[config.mk]
export PLATFORM = sky130hd
export DESIGN_NAME = hand_sensor_conditioner
export DESIGN_NICKNAME = d
export VERILOG_FILES = /design/src/rtl/hand_sensor_conditioner.sv
export SDC_FILE = /design/constraint.sdc
export NUM_CORES = 1
export LEC_CHECK = 0
export CORE_UTILIZATION = 25
export CTS_BUF_LIST = sky130_fd_sc_hd__clkbuf_4
export DETAILED_ROUTE_END_ITERATION = 8
export GPL_TIMING_DRIVEN = 0
export MAX_ROUTING_LAYER = met4
export PLACE_DENSITY = 0.51
export SLEW_MARGIN = 20
export SYNTH_ARGS = -nofsm -noshare
export SYNTH_HDL_FRONTEND = slang
export SYNTH_SLANG_ARGS = --single-unit
export TNS_END_PERCENT = 20
[constraint.sdc]
create_clock -name clk -period 2.8 [get_ports clk]
set_clock_uncertainty 0.15 [all_clocks]
set_input_delay 0.42 -clock clk [delete_from_list [all_inputs] [get_ports clk]]
set_output_delay 0.42 -clock clk [all_outputs]
set_load 0.01 [all_outputs]
[src/rtl/hand_sensor_conditioner.sv]
// hand_sensor_conditioner
//
// Turns the two raw hand-proximity sensor lines into the clean 2-bit hand
// code used by the LED/audio state machine. Each channel is synchronized,
// sampled on a slow tick and debounced. Channel changes that land close
// together are merged, so a two-hand gesture never shows a transient 01/10
// code. A channel that stays asserted too long is treated as a fault, and
// the published code is then forced to 00.
//
// Ports:
//   clk          system clock, rising edge
//   reset        asynchronous, active-low reset
//   sens_raw     raw sensor lines, asynchronous to clk
//                (bit 1 = left hand, bit 0 = right hand)
//   hand         published hand code, registered
//   hand_changed one-cycle pulse on the cycle hand takes a new value
//   fault        a channel is stuck asserted, registered

module hand_sensor_conditioner #(
    parameter int CLK_HZ            = 100_000_000,
    parameter int SAMPLE_HZ         = 1000,
    parameter int DEBOUNCE_SAMPLES  = 20,
    parameter int COINCIDE_SAMPLES  = 10,
    parameter int STUCK_SAMPLES     = 30000,
    parameter bit SENSOR_ACTIVE_LOW = 1'b1
) (
    input  logic       clk,
    input  logic       reset,
    input  logic [1:0] sens_raw,
    output logic [1:0] hand,
    output logic       hand_changed,
    output logic       fault
);

    localparam int TICK_DIV = CLK_HZ / SAMPLE_HZ;
    localparam int TICK_W   = $clog2(TICK_DIV);
    localparam int DEB_W    = (DEBOUNCE_SAMPLES > 1) ? $clog2(DEBOUNCE_SAMPLES) : 1;
    localparam int WIN_W    = (COINCIDE_SAMPLES > 0) ? $clog2(COINCIDE_SAMPLES + 1) : 1;
    localparam int STK_W    = $clog2(STUCK_SAMPLES + 1);

    localparam logic [TICK_W-1:0] TICK_LAST = TICK_W'(TICK_DIV - 1);
    localparam logic [DEB_W-1:0]  DEB_LAST  = DEB_W'(DEBOUNCE_SAMPLES - 1);
    localparam logic [WIN_W-1:0]  WIN_LAST  = WIN_W'(COINCIDE_SAMPLES);
    localparam logic [STK_W-1:0]  STK_MAX   = STK_W'(STUCK_SAMPLES);
    localparam bit                NO_WINDOW = (COINCIDE_SAMPLES == 0);

    typedef enum logic {
        IDLE,
        HOLD
    } state_t;

    logic [1:0]        sync_a;
    logic [1:0]        s;
    logic [TICK_W-1:0] tick_cnt;
    logic              tick;
    logic [1:0]        stable;
    logic [DEB_W-1:0]  deb_cnt   [2];
    logic [STK_W-1:0]  stuck_cnt [2];
    logic [STK_W-1:0]  stuck_nxt [2];
    logic [1:0]        tgt;
    logic              both_diff;
    logic [WIN_W-1:0]  win_cnt;
    logic              win_done;
    state_t            state;
    state_t            state_nxt;
    logic              publish;
    logic              win_clr;
    logic              win_inc;

    // Two-flop synchronizer. Polarity is folded in ahead of the first flop,
    // so both stages hold "1 = hand present" and reset to "absent".
    always_ff @(posedge clk or negedge reset) begin
        if (!reset) begin
            sync_a <= '0;
            s      <= '0;
        end else begin
            sync_a <= sens_raw ^ {2{SENSOR_ACTIVE_LOW}};
            s      <= sync_a;
        end
    end

    // Free-running sample divider; tick marks its terminal count.
    always_ff @(posedge clk or negedge reset) begin
        if (!reset) begin
            tick_cnt <= '0;
        end else if (tick_cnt == TICK_LAST) begin
            tick_cnt <= '0;
        end else begin
            tick_cnt <= tick_cnt + 1'b1;
        end
    end

    assign tick = (tick_cnt == TICK_LAST);

    // Per-channel debounce. Any sample that agrees with the current stable
    // value restarts the count, so only an unbroken run of differing samples
    // flips the channel.
    always_ff @(posedge clk or negedge reset) begin
        if (!reset) begin
            stable     <= '0;
            deb_cnt[0] <= '0;
            deb_cnt[1] <= '0;
        end else if (tick) begin
            for (int i = 0; i < 2; i++) begin
                if (s[i] == stable[i]) begin
                    deb_cnt[i] <= '0;
                end else if (deb_cnt[i] == DEB_LAST) begin
                    stable[i]  <= ~stable[i];
                    deb_cnt[i] <= '0;
                end else begin
                    deb_cnt[i] <= deb_cnt[i] + 1'b1;
                end
            end
        end
    end

    // Stuck-asserted counters. They look at the stable value from before
    // this tick, which is why fault drops one tick after the channel releases.
    always_comb begin
        stuck_nxt[0] = stuck_cnt[0];
        stuck_nxt[1] = stuck_cnt[1];
        if (tick) begin
            for (int i = 0; i < 2; i++) begin
                if (!stable[i]) begin
                    stuck_nxt[i] = '0;
                end else if (stuck_cnt[i] != STK_MAX) begin
                    stuck_nxt[i] = stuck_cnt[i] + 1'b1;
                end
            end
        end
    end

    // The fault flag is registered from the next counter values so that it
    // moves on the same edge as the counters.
    always_ff @(posedge clk or negedge reset) begin
        if (!reset) begin
            stuck_cnt[0] <= '0;
            stuck_cnt[1] <= '0;
            fault        <= 1'b0;
        end else begin
            stuck_cnt[0] <= stuck_nxt[0];
            stuck_cnt[1] <= stuck_nxt[1];
            fault        <= (stuck_nxt[0] == STK_MAX) || (stuck_nxt[1] == STK_MAX);
        end
    end

    assign tgt       = fault ? 2'b00 : stable;
    assign both_diff = ((tgt ^ hand) == 2'b11);
    assign win_done  = (win_cnt == WIN_LAST);

    // Publish FSM state register.
    always_ff @(posedge clk or negedge reset) begin
        if (!reset) begin
            state <= IDLE;
        end else begin
            state <= state_nxt;
        end
    end

    // Next state. A one-bit change waits in HOLD so that a second channel
    // arriving shortly after can be published together with it.
    always_comb begin
        state_nxt = state;
        case (state)
            IDLE: begin
                if ((tgt != hand) && !(NO_WINDOW || fault || both_diff)) begin
                    state_nxt = HOLD;
                end
            end
            HOLD: begin
                if ((tgt == hand) || both_diff || fault || win_done) begin
                    state_nxt = IDLE;
                end
            end
            default: state_nxt = IDLE;
        endcase
    end

    // FSM outputs: when to publish and how to drive the merge-window counter.
    always_comb begin
        publish = 1'b0;
        win_clr = 1'b0;
        win_inc = 1'b0;
        case (state)
            IDLE: begin
                if (tgt != hand) begin
                    if (NO_WINDOW || fault || both_diff) begin
                        publish = 1'b1;
                    end else begin
                        win_clr = 1'b1;
                    end
                end
            end
            HOLD: begin
                if (tgt != hand) begin
                    if (both_diff || fault || win_done) begin
                        publish = 1'b1;
                    end else begin
                        win_inc = tick;
                    end
                end
            end
            default: ;
        endcase
    end

    // Published code, change pulse and the merge-window tick counter.
    always_ff @(posedge clk or negedge reset) begin
        if (!reset) begin
            hand         <= 2'b00;
            hand_changed <= 1'b0;
            win_cnt      <= '0;
        end else begin
            hand_changed <= publish;
            if (publish) begin
                hand <= tgt;
            end
            if (win_clr) begin
                win_cnt <= '0;
            end else if (win_inc) begin
                win_cnt <= win_cnt + 1'b1;
            end
        end
    end

endmodule

-- Word-level counts from Yosys, hierarchy flattened
Cells that the tools add are included.
- register bits: 72
- input port bits: 4
- output and inout port bits: 4
- add/subtract/negate cells: 6
- eq/ne operators: 13
- multiplexer cells: 27
- bitwise operators: 7
- reduce and logical (&&, ||, !) cells: 11
- operators with widths (kind ; number):
    15-bit 2-to-1 mux ; 4
    15-bit by 1-bit adder with 15-bit output (second input constant) ; 2
    15-bit equality test (second input constant) ; 2
    30-bit 2-to-1 mux ; 1
    15-bit inequality test (second input constant) ; 2
    5-bit 2-to-1 mux ; 4
    17-bit by 1-bit adder with 17-bit output (second input constant) ; 1
    17-bit equality test (second input constant) ; 1
    17-bit 2-to-1 mux ; 1
    1-bit 2-to-1 mux ; 12
    5-bit by 1-bit adder with 5-bit output (second input constant) ; 2
    5-bit equality test (second input constant) ; 2
    4-bit 2-to-1 mux ; 2
    1-bit logical OR ; 6
    3-bit AND reduction ; 2
    1-bit inverter ; 5
    4-bit by 1-bit adder with 4-bit output (second input constant) ; 1
    4-bit equality test (second input constant) ; 1
    1-bit one-hot mux with 2 select lines ; 2
    1-bit equality test ; 2
    2-bit equality test ; 1
    2-bit equality test (second input constant) ; 1
    2-bit 2-to-1 mux ; 1
    2-bit inequality test ; 1
    other kinds (5) ; 5

-- Logic depth before layout (Yosys ltp)
- word-level depth: 10
- mapped depth: 11
- mapped depth without buffers: 9

-- Worst setup path before layout
Ideal clock, no wire load.
- path kind: register -> register
- start point: reg stable[1]
- end point: reg win_cnt[1]
- library setup time: 0.066 ns
- arrival time: 2.298 ns
- data required time: 2.584 ns
- slack: 0.287 ns
- cell stages (with the launch flop): 11
- buffers on the path: 3
- period minus slack after synthesis: 2.513 ns
- cell sequence: dfrtp_1 clkbuf_1 clkbuf_1 nor2b_1 xor2_1 inv_1 ha_1 or3_1 clkbuf_1 o31ai_1 a22o_1
- longest elaborated chain between the ends: 9
- elaborated cells between the ends (all ways): 14
- those cells by class: 2 x eq/ne; 8 x mux; 1 x bitwise; 3 x reduce/logical
- RTL lines (element ; line ; RTL):
    start: declaration ; 56 ; logic [1:0] stable;
    start signal: indexed assignment ; 108 ; stable[i] <= ~stable[i];
    2-bit 2-to-1 mux * ; 147 ; assign tgt = fault ? 2'b00 : stable;
    2-bit bitwise XOR ; 148 ; assign both_diff = ((tgt ^ hand) == 2'b11);
    2-bit equality test ; 148 ;
    1-bit logical OR ; 187, 196 ;
    1-bit logical OR ; 196 ; if (both_diff || fault || win_done) begin
    1-bit 2-to-1 mux ; 196 ;
    1-bit 2-to-1 mux ; 195 ; if (tgt != hand) begin
    1-bit 2-to-1 mux ; 184 ; case (state)
    2-bit nonzero test (no source line) ; n/a ;
    end signal: assignment ; 221 ; win_cnt <= win_cnt + 1'b1;
    end: declaration ; 62 ; logic [WIN_W-1:0] win_cnt;
Mark *: on every way between the ends. The rest lies on a longest branch, timed or not.
A chain may end at the register's enable or synchronous reset.

==> flow_metrics.tcl <==
set metrics [dict create \
    critical_path_class "reg -> reg" \
    firstDrtPassIters 4 \
    synth-seq-cells 72 \
    hold_viol 0 \
    grt_use_total_pct 12.5 \
    cts-root-buf "clkbuf_4" \
    start_util_pct 25.7 \
    drc_errors 0 \
    dp.cells 658 \
    switching_share_pct 24.2 \
    grt.overflow.total 0 \
    required_ns 3.01 \
    min_period_over_period_pct 99.8 \
    internal-power_mw 1.32 \
    whs_ns 0.214 \
    ys_seq_area_share_pct 44.2 \
    io_pins 8 \
    clock_latency_ns 0.44 \
    critPathSlowestCell "or4b_4" \
    fin_cells 690 \
    grtUsageMet3_pct 2.15 \
    cp_max_fo 6 \
    fin_tns_setup_ns 0 \
    grt_max_degree 39 \
    synth_edf_count 0 \
    ys_warn_count 0 \
    seqPwrFrac_pct 60.1 \
    cts_max_path_buffers 2 \
    netlist_top_cells_count "dfrtp_1 (72), nand2_1 (48), nor2_1 (46)" \
    grt_first_pass_wirelength_um 15800 \
    fp.dieH_um 130 \
    yosysTopAreaCellShare_pct 44.2 \
    core-area_mm2 0.0159 \
    wirelength_um 9440 \
    row_count 46 \
    peakVddDrop_mv 0.136 \
    via_count 3304 \
    die_w_um 130 \
    syn_nets 449 \
    slew_headroom_pct 62.5 \
    power.leakage_nw 2.00 \
    endpoint_kind "flop" \
    clkPwrFrac_pct 37.9 \
    post-route-util_pct 30.1 \
    cap_violations 0 \
    start_kind "flop" \
    hpwl_um 6420 \
    switchingPower_mw 0.419 \
    worstHoldPathType "reg -> reg" \
    setup_violations 0 \
    crit_chain "inv_2 -> ha_4 -> or4b_4 -> nor4_4 -> o21ai_1 -> a211oi_2 -> o2111a_1 -> nand4_1 -> o22ai_2" \
    busiest_layer "met2" \
    path_delay_family "simple AND/OR/NAND/NOR gates" \
    yosys.cell_types.count 56 \
    synth_flop_cell "dfrtp_1" \
    period_needed_ns 2.79 \
    drive_gt1_share_pct 15.5 \
    cts_tree "yes" \
    use_met2_pct 19.6 \
    cpPeakStageDelay_ns 0.46 \
    die_area_mm2 0.0168 \
    report.final.slew_viol_count 0 \
    worstMarginPinSlew_ns 0.563 \
    layout.nets 483 \
    clock_sinks 72 \
    cp.buffers_inverters 1 \
    avgViaCountPerCell 4.79 \
    synth-async-reset-ratio_pct 100 \
    synth_area_leaders "dfrtp_1 (44%), xnor2_1 (5.2%), nand2_1 (4.4%)" \
    post_drt_wl_per_cell_um 13.7 \
    grt_pass1_vias 3178 \
    gp_congestion 0.793 \
    htree_levels 3 \
    rsz0062_at_grt "true" \
    synth_area_per_cell_um2 9.39 \
    syn-cell-area_mm2 0.00408 \
    yosysMostFrequentCell "dfrtp_1" \
    yosys.area.top_type "dfrtp_1" \
    dr.first_iter.drc_count 272 \
    final_antenna_net_count 0 \
    arrival_ns 3.01 \
    syn_inst 434 \
    grt_antenna_before_repair 1 \
    combPwrFrac_pct 2.0 \
    grtUsageMet1_pct 15.6 \
    syn_to_final_growth_pct 17.2 \
    clk_pin_slew_ns 0.12 \
    max_freq_mhz 358 \
    status "finished clean" \
    power.density_mw_per_mm2 363 \
    cts_buffers 9 \
    numPortBuffers 7 \
]
routing by layer:
metal / part of all wire, % / vias to the layer above / routed length (um)
met3: 3.8 / 10 / 354
met1: 47 / 1622 / 4420
met4: 1.2 / 0 / 112
met2: 48 / 54 / 4550
met5: 0 / - / 0
li1: - / 1618 / -
state kept, by name, indices dropped and copies added (netlist names), 2 cells and up:
signal and count:
stuck_cnt 30, win_cnt 4, sync_a 2, hand 2
s 2, stable 2, deb_cnt 10, tick_cnt 17
per-stage QoR:
step	total power, mW	worst slack, ns	cell area [um2]
floorplan	1.07	0.287	4080
global placement	1.10	-1.54	4420
detailed placement	1.10	-0.436	4430
CTS	1.76	-0.0792	4610
global route	1.81	-0.0665	4770
finish	1.74	0.00534	4770
final timing paths:
check / from / end / slack (ns) / cells after the start
setup / recovery: stuck_cnt[15] / fault / 0.005 / 9
hold / removal: sync_a[0] / s[0] / 0.21 / 0
setup reg to reg: stuck_cnt[15] / fault / 0.005 / 9
hold reg to reg: sync_a[0] / s[0] / 0.21 / 0
max in group asynchronous: reset / stuck_cnt[8] / 1.58 / 3
min in group asynchronous: reset / win_cnt[3] / 0.33 / 2
kinds of logic (layout without fill, tap and decap cells):
logic type                 after synthesis  count (layout)  synth area share (%)
xor gates and xnor gates                37              37                  7.95
muxes                                    8               8                  2.09
buffers and inverters                   40              78                  4.21
adders and majority gates               11              11                  3.38
other                                    0               2                     0
and+or+nand+nor                        202             202                  27.4
AOI/OAI and AO/OA                       64              64                  10.8
DFF                                     72              72                  44.2
cell usage in the layout (no fill, tap or decap), drive strengths merged, types with 6 or more instances in the layout:
| cell | synthesis | final |
|---|---|---|
| dfrtp | 72 | 72 |
| nand2 | 48 | 48 |
| nor2 | 46 | 46 |
| buf | 12 | 33 |
| xnor2 | 24 | 24 |
| o21ai | 22 | 22 |
| nand3 | 18 | 18 |
| inv | 17 | 17 |
| nand4 | 15 | 15 |
| clkbuf | 11 | 15 |
| xor2 | 13 | 13 |
| and3 | 11 | 11 |
| ha | 11 | 11 |
| or3 | 9 | 9 |
| nor4 | 9 | 9 |
| o31ai | 8 | 8 |
| nor3 | 7 | 7 |
| a21oi | 7 | 7 |
| clkdlybuf4s50 | 0 | 6 |
| nand2b | 6 | 6 |
cell type report:
type / instances / area (um2)
inverter: 17 / 63.8
sequential: 72 / 1800
clock inverter: 6 / 61.3
fill: 1693 / 11100
clock buffer: 9 / 67.6
tap: 216 / 270
multi-input combinational: 322 / 2170
timing repair buffer: 26 / 225
antenna: 2 / 5.00
buffer: 20 / 105
power groups by stage:
stage	registers (mW)	clock network [mW]	logic (mW)
2_1_floorplan	1.06	0	0.00402
3_3_place_gp	1.06	0	0.0313
3_5_place_dp	1.06	0	0.0353
4_1_cts	1.04	0.684	0.0362
5_1_grt	1.04	0.730	0.0396
6_report	1.04	0.658	0.0341
worst reg2reg max path, cell delays in order, from the launching register on:
cell and delay (ns):
dfrtp_1 0.43, inv_2 0.13, ha_4 0.14, or4b_4 0.46, nor4_4 0.42, o21ai_1 0.13, a211oi_2 0.31, o2111a_1 0.25
nand4_1 0.13, o22ai_2 0.17
timing repair:
item / in CTS / in global routing
gates resized for setup: 12 / 18
hold buffers: 1 / 0
endpoints found under the hold margin: 34 / 0
pin swaps: 1 / 11
setup endpoints to repair: 25 / 14
buffers inserted: 0 / 17
(Power assumes the default switching activity.)
